===== src/rtl/alarm_clock_core.sv =====
// Alarm clock core: HH:MM:SS timekeeping, one alarm with snooze/dismiss/ring timeout,
// six registered 7-segment digit drivers and a pulsed buzzer output.
module alarm_clock_core #(
  parameter int TICK_DIV       = 50000000,
  parameter bit MODE_12H       = 1'b0,
  parameter int SNOOZE_MIN     = 5,
  parameter int RING_MAX_S     = 60,
  parameter int BUZZ_HALF      = 12500000,
  parameter bit SEG_ACTIVE_LOW = 1'b1
) (
  input  logic       clk,
  input  logic       reset,
  input  logic [2:0] sw_states,
  input  logic [1:0] btn_edit,
  output logic [6:0] led_seconds_units,
  output logic [6:0] led_seconds_tens,
  output logic [6:0] led_minutes_units,
  output logic [6:0] led_minutes_tens,
  output logic [6:0] led_hour_units,
  output logic [6:0] led_hour_tens,
  output logic       buzzer
);

  localparam int PW = $clog2(TICK_DIV);
  localparam int BW = $clog2(BUZZ_HALF + 1);

  typedef enum logic [1:0] {IDLE, RINGING, SNOOZED} state_t;

  state_t         state;
  logic [2:0]     sw_s1, sw_s2;
  logic [1:0]     btn_s1, btn_s2, btn_d;
  logic [PW-1:0]  presc;
  logic [4:0]     hh, al_h, sn_h;
  logic [5:0]     mm, ss, al_m, sn_m;
  logic [7:0]     ring_cnt;
  logic [BW-1:0]  buzz_cnt;
  logic           buzz_ph;

  logic       set_time, set_alarm, alarm_en, tick, press_dis, press_snz;
  logic [1:0] btn_rise;
  logic [4:0] hh_n, tgt_h;
  logic [5:0] mm_n, ss_n, tgt_m;
  logic [6:0] snz_sum;
  logic       alarm_hit, snooze_hit;

  assign set_time  = sw_s2[0];
  assign set_alarm = sw_s2[1] & ~sw_s2[0];
  assign alarm_en  = sw_s2[2];
  assign btn_rise  = btn_s2 & ~btn_d;
  assign press_dis = btn_rise[1];
  assign press_snz = btn_rise[0] & ~btn_rise[1];
  assign tick      = !set_time && (presc == PW'(TICK_DIV - 1));
  assign snz_sum   = {1'b0, mm} + 7'(SNOOZE_MIN);

  // Time one second ahead, and the snooze target hh:mm relative to now.
  always_comb begin
    ss_n  = ss + 6'd1;
    mm_n  = mm;
    hh_n  = hh;
    tgt_m = snz_sum[5:0];
    tgt_h = hh;
    if (ss == 6'd59) begin
      ss_n = 6'd0;
      if (mm == 6'd59) begin
        mm_n = 6'd0;
        hh_n = (hh == 5'd23) ? 5'd0 : hh + 5'd1;
      end else begin
        mm_n = mm + 6'd1;
      end
    end
    if (snz_sum >= 7'd60) begin
      tgt_m = 6'(snz_sum - 7'd60);
      tgt_h = (hh == 5'd23) ? 5'd0 : hh + 5'd1;
    end
  end

  assign alarm_hit  = (hh_n == al_h) && (mm_n == al_m) && (ss_n == 6'd0);
  assign snooze_hit = (hh_n == sn_h) && (mm_n == sn_m) && (ss_n == 6'd0);

  always_ff @(posedge clk) begin
    if (reset) begin
      sw_s1 <= '0; sw_s2 <= '0;
      btn_s1 <= '0; btn_s2 <= '0; btn_d <= '0;
      presc <= '0;
      hh <= '0; mm <= '0; ss <= '0;
      al_h <= '0; al_m <= '0; sn_h <= '0; sn_m <= '0;
      state <= IDLE;
      ring_cnt <= '0; buzz_cnt <= '0; buzz_ph <= 1'b0;
      buzzer <= 1'b0;
    end else begin
      sw_s1  <= sw_states;
      sw_s2  <= sw_s1;
      btn_s1 <= btn_edit;
      btn_s2 <= btn_s1;
      btn_d  <= btn_s2;
      buzzer <= (state == RINGING) && buzz_ph;

      if (set_time) begin
        presc <= '0;
        ss    <= '0;
        if (state == IDLE) begin
          if (press_dis)      hh <= (hh == 5'd23) ? 5'd0 : hh + 5'd1;
          else if (press_snz) mm <= (mm == 6'd59) ? 6'd0 : mm + 6'd1;
        end
      end else begin
        presc <= tick ? '0 : presc + 1'b1;
        if (tick) begin
          ss <= ss_n; mm <= mm_n; hh <= hh_n;
        end
        if (set_alarm && state == IDLE) begin
          if (press_dis)      al_h <= (al_h == 5'd23) ? 5'd0 : al_h + 5'd1;
          else if (press_snz) al_m <= (al_m == 6'd59) ? 6'd0 : al_m + 6'd1;
        end
      end

      case (state)
        IDLE: begin
          if (tick && alarm_en && alarm_hit) begin
            state <= RINGING; ring_cnt <= '0; buzz_cnt <= '0; buzz_ph <= 1'b1;
          end
        end
        RINGING: begin
          if (set_time || press_dis || !alarm_en) begin
            state <= IDLE;
          end else if (press_snz) begin
            state <= SNOOZED; sn_h <= tgt_h; sn_m <= tgt_m;
          end else begin
            if (buzz_cnt == BW'(BUZZ_HALF - 1)) begin
              buzz_cnt <= '0; buzz_ph <= ~buzz_ph;
            end else begin
              buzz_cnt <= buzz_cnt + 1'b1;
            end
            // The entry tick is not counted; RING_MAX_S further ticks end the ring.
            if (tick) begin
              if (ring_cnt == 8'(RING_MAX_S - 1)) state <= IDLE;
              else ring_cnt <= ring_cnt + 8'd1;
            end
          end
        end
        SNOOZED: begin
          if (set_time || press_dis || !alarm_en) begin
            state <= IDLE;
          end else if (tick && snooze_hit) begin
            state <= RINGING; ring_cnt <= '0; buzz_cnt <= '0; buzz_ph <= 1'b1;
          end
        end
        default: state <= IDLE;
      endcase
    end
  end

  function automatic logic [6:0] seg7(input logic [3:0] d, input logic blank);
    logic [6:0] s;
    case (d)
      4'd0: s = 7'h3F; 4'd1: s = 7'h06; 4'd2: s = 7'h5B; 4'd3: s = 7'h4F;
      4'd4: s = 7'h66; 4'd5: s = 7'h6D; 4'd6: s = 7'h7D; 4'd7: s = 7'h07;
      4'd8: s = 7'h7F; 4'd9: s = 7'h6F; default: s = 7'h00;
    endcase
    if (blank) s = 7'h00;
    return SEG_ACTIVE_LOW ? ~s : s;
  endfunction

  function automatic logic [3:0] tens(input logic [5:0] v);
    return 4'(v / 6'd10);
  endfunction

  function automatic logic [3:0] units(input logic [5:0] v);
    return 4'(v % 6'd10);
  endfunction

  logic [4:0] d_h, h_disp;
  logic [5:0] d_m, d_s;

  always_comb begin
    d_h = hh; d_m = mm; d_s = ss;
    if (set_alarm) begin
      d_h = al_h; d_m = al_m; d_s = 6'd0;
    end
    h_disp = d_h;
    if (MODE_12H) begin
      if (d_h == 5'd0)       h_disp = 5'd12;
      else if (d_h > 5'd12)  h_disp = d_h - 5'd12;
    end
  end

  always_ff @(posedge clk) begin
    if (reset) begin
      led_seconds_units <= seg7(4'd0, 1'b0);
      led_seconds_tens  <= seg7(4'd0, 1'b0);
      led_minutes_units <= seg7(4'd0, 1'b0);
      led_minutes_tens  <= seg7(4'd0, 1'b0);
      led_hour_units    <= seg7(MODE_12H ? 4'd2 : 4'd0, 1'b0);
      led_hour_tens     <= seg7(4'd0, MODE_12H);
    end else begin
      led_seconds_units <= seg7(units(d_s), 1'b0);
      led_seconds_tens  <= seg7(tens(d_s), 1'b0);
      led_minutes_units <= seg7(units(d_m), 1'b0);
      led_minutes_tens  <= seg7(tens(d_m), 1'b0);
      led_hour_units    <= seg7(units({1'b0, h_disp}), 1'b0);
      led_hour_tens     <= seg7(tens({1'b0, h_disp}),
                                MODE_12H && (tens({1'b0, h_disp}) == 4'd0));
    end
  end

endmodule


===== config.mk =====
export PLATFORM = sky130hd
export DESIGN_NAME = alarm_clock_core
export DESIGN_NICKNAME = d
export VERILOG_FILES = /design/src/rtl/alarm_clock_core.sv
export SDC_FILE = /design/constraint.sdc
export NUM_CORES = 1
export LEC_CHECK = 0
export BUFFER_PORTS_ARGS = -buffer_cell sky130_fd_sc_hd__buf_2
export CAP_MARGIN = 15
export CORE_UTILIZATION = 55
export DETAILED_ROUTE_END_ITERATION = 8
export PLACE_DENSITY = 0.74
export SYNTH_ARGS = -nofsm -noshare
export SYNTH_HDL_FRONTEND = slang
export SYNTH_SLANG_ARGS = --single-unit

===== constraint.sdc =====
create_clock -name clk -period 6.45 [get_ports clk]
set_input_delay 1.935 -clock clk [delete_from_list [all_inputs] [get_ports clk]]
set_output_delay 1.935 -clock clk [all_outputs]
set_load 0.01 [all_outputs]

# ---- Word level (Yosys, flattened, before mapping)
# Memory sizes are Yosys's and may differ from the RTL's.
# Index checks and enable logic that the tools add are counted.
dict set report word_totals {
  reg_bits 155
  mem_bits_ro 672
  in_bits 7
  output_inout_bits 43
  elab_cells 177
  memories 6
}
dict set report classes {
  addsub 10
  div_mod_pow 6
  n_lt_le_gt_ge 1
  eq_ne 29
  muxes 58
  bitwise 14
  n_reduce_logical 29
}
# name depth word_bits rd rd_ports_with_merged_regs wr line_no
set mem_list {}
lappend mem_list {{(no name shown)} 16 7 1 0 0 154} ;# case (d)
lappend mem_list {{(no name shown)} 16 7 1 0 0 154}
lappend mem_list {{(no name shown)} 16 7 1 0 0 154}
lappend mem_list {{(no name shown)} 16 7 1 0 0 154}
lappend mem_list {{(no name shown)} 16 7 1 0 0 154}
lappend mem_list {{(no name shown)} 16 7 1 0 0 154}
# cell n
set ops {}
lappend ops {{$mux 24} 6}
lappend ops {{$mux 6} 12}
lappend ops {{$pmux 24 s3} 1}
lappend ops {{$mux 8} 7}
lappend ops {{$mux 5} 10}
lappend ops {{$mux 7} 6}
lappend ops {{$not 7->7} 6}
lappend ops {{$add 26x1->26 const B} 1}
lappend ops {{$eq 26x26->1 const B} 1}
lappend ops {{$add 24x1->24 const B} 1}
lappend ops {{$eq 24x24->1 const B} 1}
lappend ops {{$pmux 8 s3} 1}
lappend ops {{$add 6x1->6 const B} 3}
lappend ops {{$eq 6x6->1 const B} 3}
lappend ops {{$mux 2} 7}
lappend ops {{$ne 2x2->1 const B} 7}
lappend ops {{$div 6x4->6 const B} 2}
lappend ops {{$eq 6x6->1} 2}
lappend ops {{$mod 6x4->6 const B} 2}
lappend ops {{$reduce_and 4->1} 3}
lappend ops {{$add 5x1->5 const B} 2}
lappend ops {{$eq 5x5->1} 2}
lappend ops {{$eq 5x5->1 const B} 2}
lappend ops {{$logic_and 1x1->1} 10}
lappend ops {{32 further kinds} 49}

# ---- Longest topological paths before layout
dict set report logic_depth {
  depth_word 11
  ltp_mapped 21
}

# ---- Least setup slack after synthesis
# OpenSTA, ideal clock, no wires.
dict set report synth_timing {
  path_type {reg-to-reg}
  from {register sw_s2[0]}
  to {register led_seconds_units[5]}
  t_arrival_ps 4403
  required_ps 6385
  slack_ps 1982
  path_stages_with_launch 20
  synth_period_minus_slack_ps 4468
  cell_sequence {dfxtp_1 nand2b_1 clkbuf_1 clkbuf_1 buf_1 nand2_1 ha_1 nand2_1 o22a_1 nand3_1 o31ai_1 o21ai_0 inv_1 xnor2_1 inv_1 ha_1 or3_1 o211ai_1 a222oi_1 nor2_1}
}
dict set report synth_via {
  elab_chain_cells 7
}
# element line_no
set synth_lines {}
lappend synth_lines {{start: declaration} 30} ;# logic [2:0] sw_s1, sw_s2;
lappend synth_lines {{start signal: assignment} 92} ;# sw_s2 <= sw_s1;
lappend synth_lines {{$not 1->1 (no line)} -}
lappend synth_lines {{$and 1x1->1} 47} ;# assign set_alarm = sw_s2[1] & ~sw_s2[0];
lappend synth_lines {{$mux 6} 176} ;# if (set_alarm) begin
lappend synth_lines {{$mod 6x4->6} 168} ;# return 4'(v % 6'd10);
lappend synth_lines {{$mem_v2 16x7} -}
lappend synth_lines {{$mux 7} 187} ;# if (reset) begin
lappend synth_lines {{$not 7->7} 160} ;# return SEG_ACTIVE_LOW ? ~s : s;
lappend synth_lines {{end signal: assignment} 188} ;# led_seconds_units <= seg7(4'd0, 1'b0);
lappend synth_lines {{end signal: assignment} 195} ;# led_seconds_units <= seg7(units(d_s), 1'b0);
lappend synth_lines {{end: declaration} 15} ;# output logic [6:0] led_seconds_units,
# Every way passes these cells. The select of a mux whose other input is x is not followed.
# A chain may end at the register's enable or synchronous reset.

# ---- Worst setup path in the final report
# Same ends and word-level chain as after synthesis.

==> summary.txt <==
CTS
  – Largest buffer count on any clock path: 2
  – # clock sinks: 153
  – TritonCTS buffer count: 17
  – Post-cts sizing count: 0
  – Post-CTS Setup Inserts: 0
  – Worst skew pair latency: roughly 0.43 ns
  – Hold buffer count at cts: 0
  – Root Driver: clkbuf_16
  – Htree depth: 4
  – Clock slew at reported path FFs: 0.06 ns
  – CTS tree: built

Route
  – Detailed Route WL: 20000 µm
  – ANT nets after route: 0
  – DRT Pass-1 Iters: 6
  – Iteration-0 DRC count of the detailed router: 572
  – Drt wl/cell: 14.5 µm
  – DR vias/cell: 5.98
  – DRC: 0
  – Via Count: 8249

STA
  – Fin. max-slew vios: 0
  – Measured slew at the worst slew-check pin: 1.03 ns
  – RSZ-0062 raised after global routing: no
  – Setup ws final: 1.77 ns
  – Fin Setup TNS: 0 ns
  – Period minus WS final: 4.68 ns
  – Hold Vio Cnt, Final: 0
  – Clk_skew: 0.0177 ns
  – Period utilization: between 70% and 80%
  – Highest Clock Rate: 0.213 GHz
  – Endpoints failing setup: 0
  – Headroom to the max-slew limit: 30.5%

Critical path
  – CP max stage delay: 0.64 ns
  – Worst path cell trace: nand2b_1 > nand2_1 > ha_1 > nand2_1 > o22a_1 > nand3_1 > o21bai_1 > nor2_1 > o21ai_0 > inv_1 > xnor2_1 > inv_1 > ha_1 > or3_1 > o211ai_1 > a222oi_1 > nor2_1
  – Critical Path Start Type: register
  – Critical path arrival: 5.04 ns
  – Critical Path Fanout Max: 14
  – Worst Path Required: 6.80 ns
  – Crit end category: register
  – Crit Path Class: reg2reg
  – Worst path slowest cell: o21bai_1

Global routing
  – Initial antenna violation count: 0
  – Vias in the first global route: slightly above 7000
  – Largest net degree at the start of global routing: around 90
  – Global route overflow: 0
  – Total Routing Usage GR: 24.7%
  – First-pass GRT wire length: 34000 µm

Finish
  – Layout cells sized above 1: 8.85%
  – Layout area overhead: 9.43%
  – ANT cells: 0
  – Leading cell type in the layout, fill and taps excluded: dfxtp_1
  – Layout Utilization: 62.0%
  – Final nets: 1200
  – Layout Cells excl Fill: 1380
  – Most frequent cells in the layout: dfxtp_1 (153), nor2_1 (140), a21oi_1 (94)

Synthesis
  – FF+latch count, synth: 153
  – Synth warnings: 0
  – Post-synth net total: 1195
  – Top FF cell, synth: dfxtp_1
  – Syn Area/Cell: 7.90 µm²
  – Fraction of registers with async set/reset: 0%
  – Post-synth top area share: 33.8%
  – Synth cell types: 74
  – Post-synth EDFFs: 0
  – Cells after Synth: 1147
  – Dominant cell type by area after synthesis: dfxtp_1
  – Area contributors post-synth: dfxtp_1 (34%), nor2_1 (5.8%), ha_1 (5.7%)
  – Post-Syn Area: around 9100 µm²
  – Post-synthesis sequential area ratio: 33.8%

Outcome
  – Status: finished, final reports clean

Power and ir drop
  – Pleak: 3.82 nW
  – Worst IR Drop VDD: 0.000212 V
  – P per Cell Area: slightly above 200 nW/µm²

Floorplanning
  – # IOs: 50
  – # rows: 46
  – Die H: about 130 µm
  – Initial Util: between 50% and 60%
  – Die area: approximately 17000 µm²
  – Core area: 16000 µm²
  – Horiz. Die Dim: 130 µm

Min path
  – Worst min path class: reg2reg

Placement
  – Cells after DPL: 1349
  – Routability Congestion: 0.903
  – Place WS: between 1.5 and 2 ns
  – HPWL after DPL: around 14000 µm
  – Port bufs: 48

Job
  – MaxCap Viol Count: 0
==> worst paths after layout <==
check        slack [ns]                 from  cells after the start                              end
max                1.77  sw_s2[0]$_SDFF_PP0_                     17  led_seconds_units[5]$_SDFF_PP0_
max reg2reg        1.77  sw_s2[0]$_SDFF_PP0_                     17  led_seconds_units[5]$_SDFF_PP0_
min reg2reg        0.43  sw_s1[2]$_SDFF_PP0_                      1              sw_s2[2]$_SDFF_PP0_
min                0.43  sw_s1[2]$_SDFF_PP0_                      1              sw_s2[2]$_SDFF_PP0_
==> Yosys cell counts (16+ instances only) <==
| cell type | number |
|---|---|
| ha_1 | 41 |
| nand2_1 | 86 |
| dfxtp_1 | 153 |
| xor2_1 | 30 |
| nor2b_1 | 21 |
| and3_1 | 22 |
| a31oi_1 | 22 |
| or3_1 | 20 |
| nor3_1 | 28 |
| nor2_1 | 140 |
| o21ai_0 | 60 |
| mux2i_1 | 29 |
| inv_1 | 38 |
| nand2b_1 | 16 |
| nand4_1 | 17 |
| a211oi_1 | 21 |
| a21oi_1 | 94 |
| o31ai_1 | 25 |
| xnor2_1 | 28 |
| nand3_1 | 40 |
| clkbuf_1 | 57 |
==> per-layer routing <==
metal  vias to the layer above  track usage (%)  routed length [µm]
met5                         -                0                   0
met4                         0             8.99                 342
met3                        33             4.47                 968
met2                       264             38.9                9090
met1                      3811             33.6                9640
li1                       4141                -                   -
==> sequential cells by signal, indices dropped and copies added (netlist names), 6 cells and up <==
signal,flops
al_m,6
buzz_cnt,24
led_hour_units,7
led_minutes_tens,7
led_minutes_units,7
led_seconds_tens,7
led_seconds_units,7
mm,6
presc,26
ring_cnt,8
sn_m,6
ss,6
==> cell type report <==
class,count,area [µm²]
Tap cell,216,270
Inverter,39,146
Timing Repair Buffer,55,293
Multi-Input combinational cell,886,5560
Clock buffer,21,470
Clock inverter,10,118
Sequential cell,153,3060
Fill cell,1439,6080
==> metrics by stage <==
step / area (µm²) / total power (W) / hold WS [ns]
floorplan: 9060 / 0.00102 / 0.414
global placement: 9330 / 0.00104 / 0.424
detailed placement: 9330 / 0.00104 / 0.424
CTS: 9920 / 0.00202 / 0.439
global route: 9920 / 0.00208 / 0.470
finish: 9920 / 0.00201 / 0.432
==> critical path, delay by kind of cell, from the launching register on <==
kind	cells	cell delay, ns
AND/OR/NAND/NOR	7	1.64
AO/OA/AOI/OAI	5	1.38
adder cells (fa/ha/maj)	2	0.57
flip-flops	1	0.45
buffers and inverters	2	0.30
XOR/XNOR	1	0.27
==> power by group <==
part           switching (W)  internal, W   total, W
Sequential        0.00000592     0.000952   0.000958
Combinational      0.0000409    0.0000196  0.0000604
Clock               0.000392     0.000598   0.000990
==> logic make-up (layout without fill, tap and decap cells) <==
logic type	after synthesis	in the layout	share of synthesized area, %
multiplexers	35	35	3.95
adder cells (fa/ha/maj)	41	41	5.66
AO/OA/AOI/OAI	305	305	21.4
AND/OR/NAND/NOR	446	446	24.7
XOR/XNOR	58	58	5.61
flip-flops	153	153	33.8
other	1	1	0.0414
buffers and inverters	108	125	4.89
Note: power is estimated with default switching activity, not from simulation.
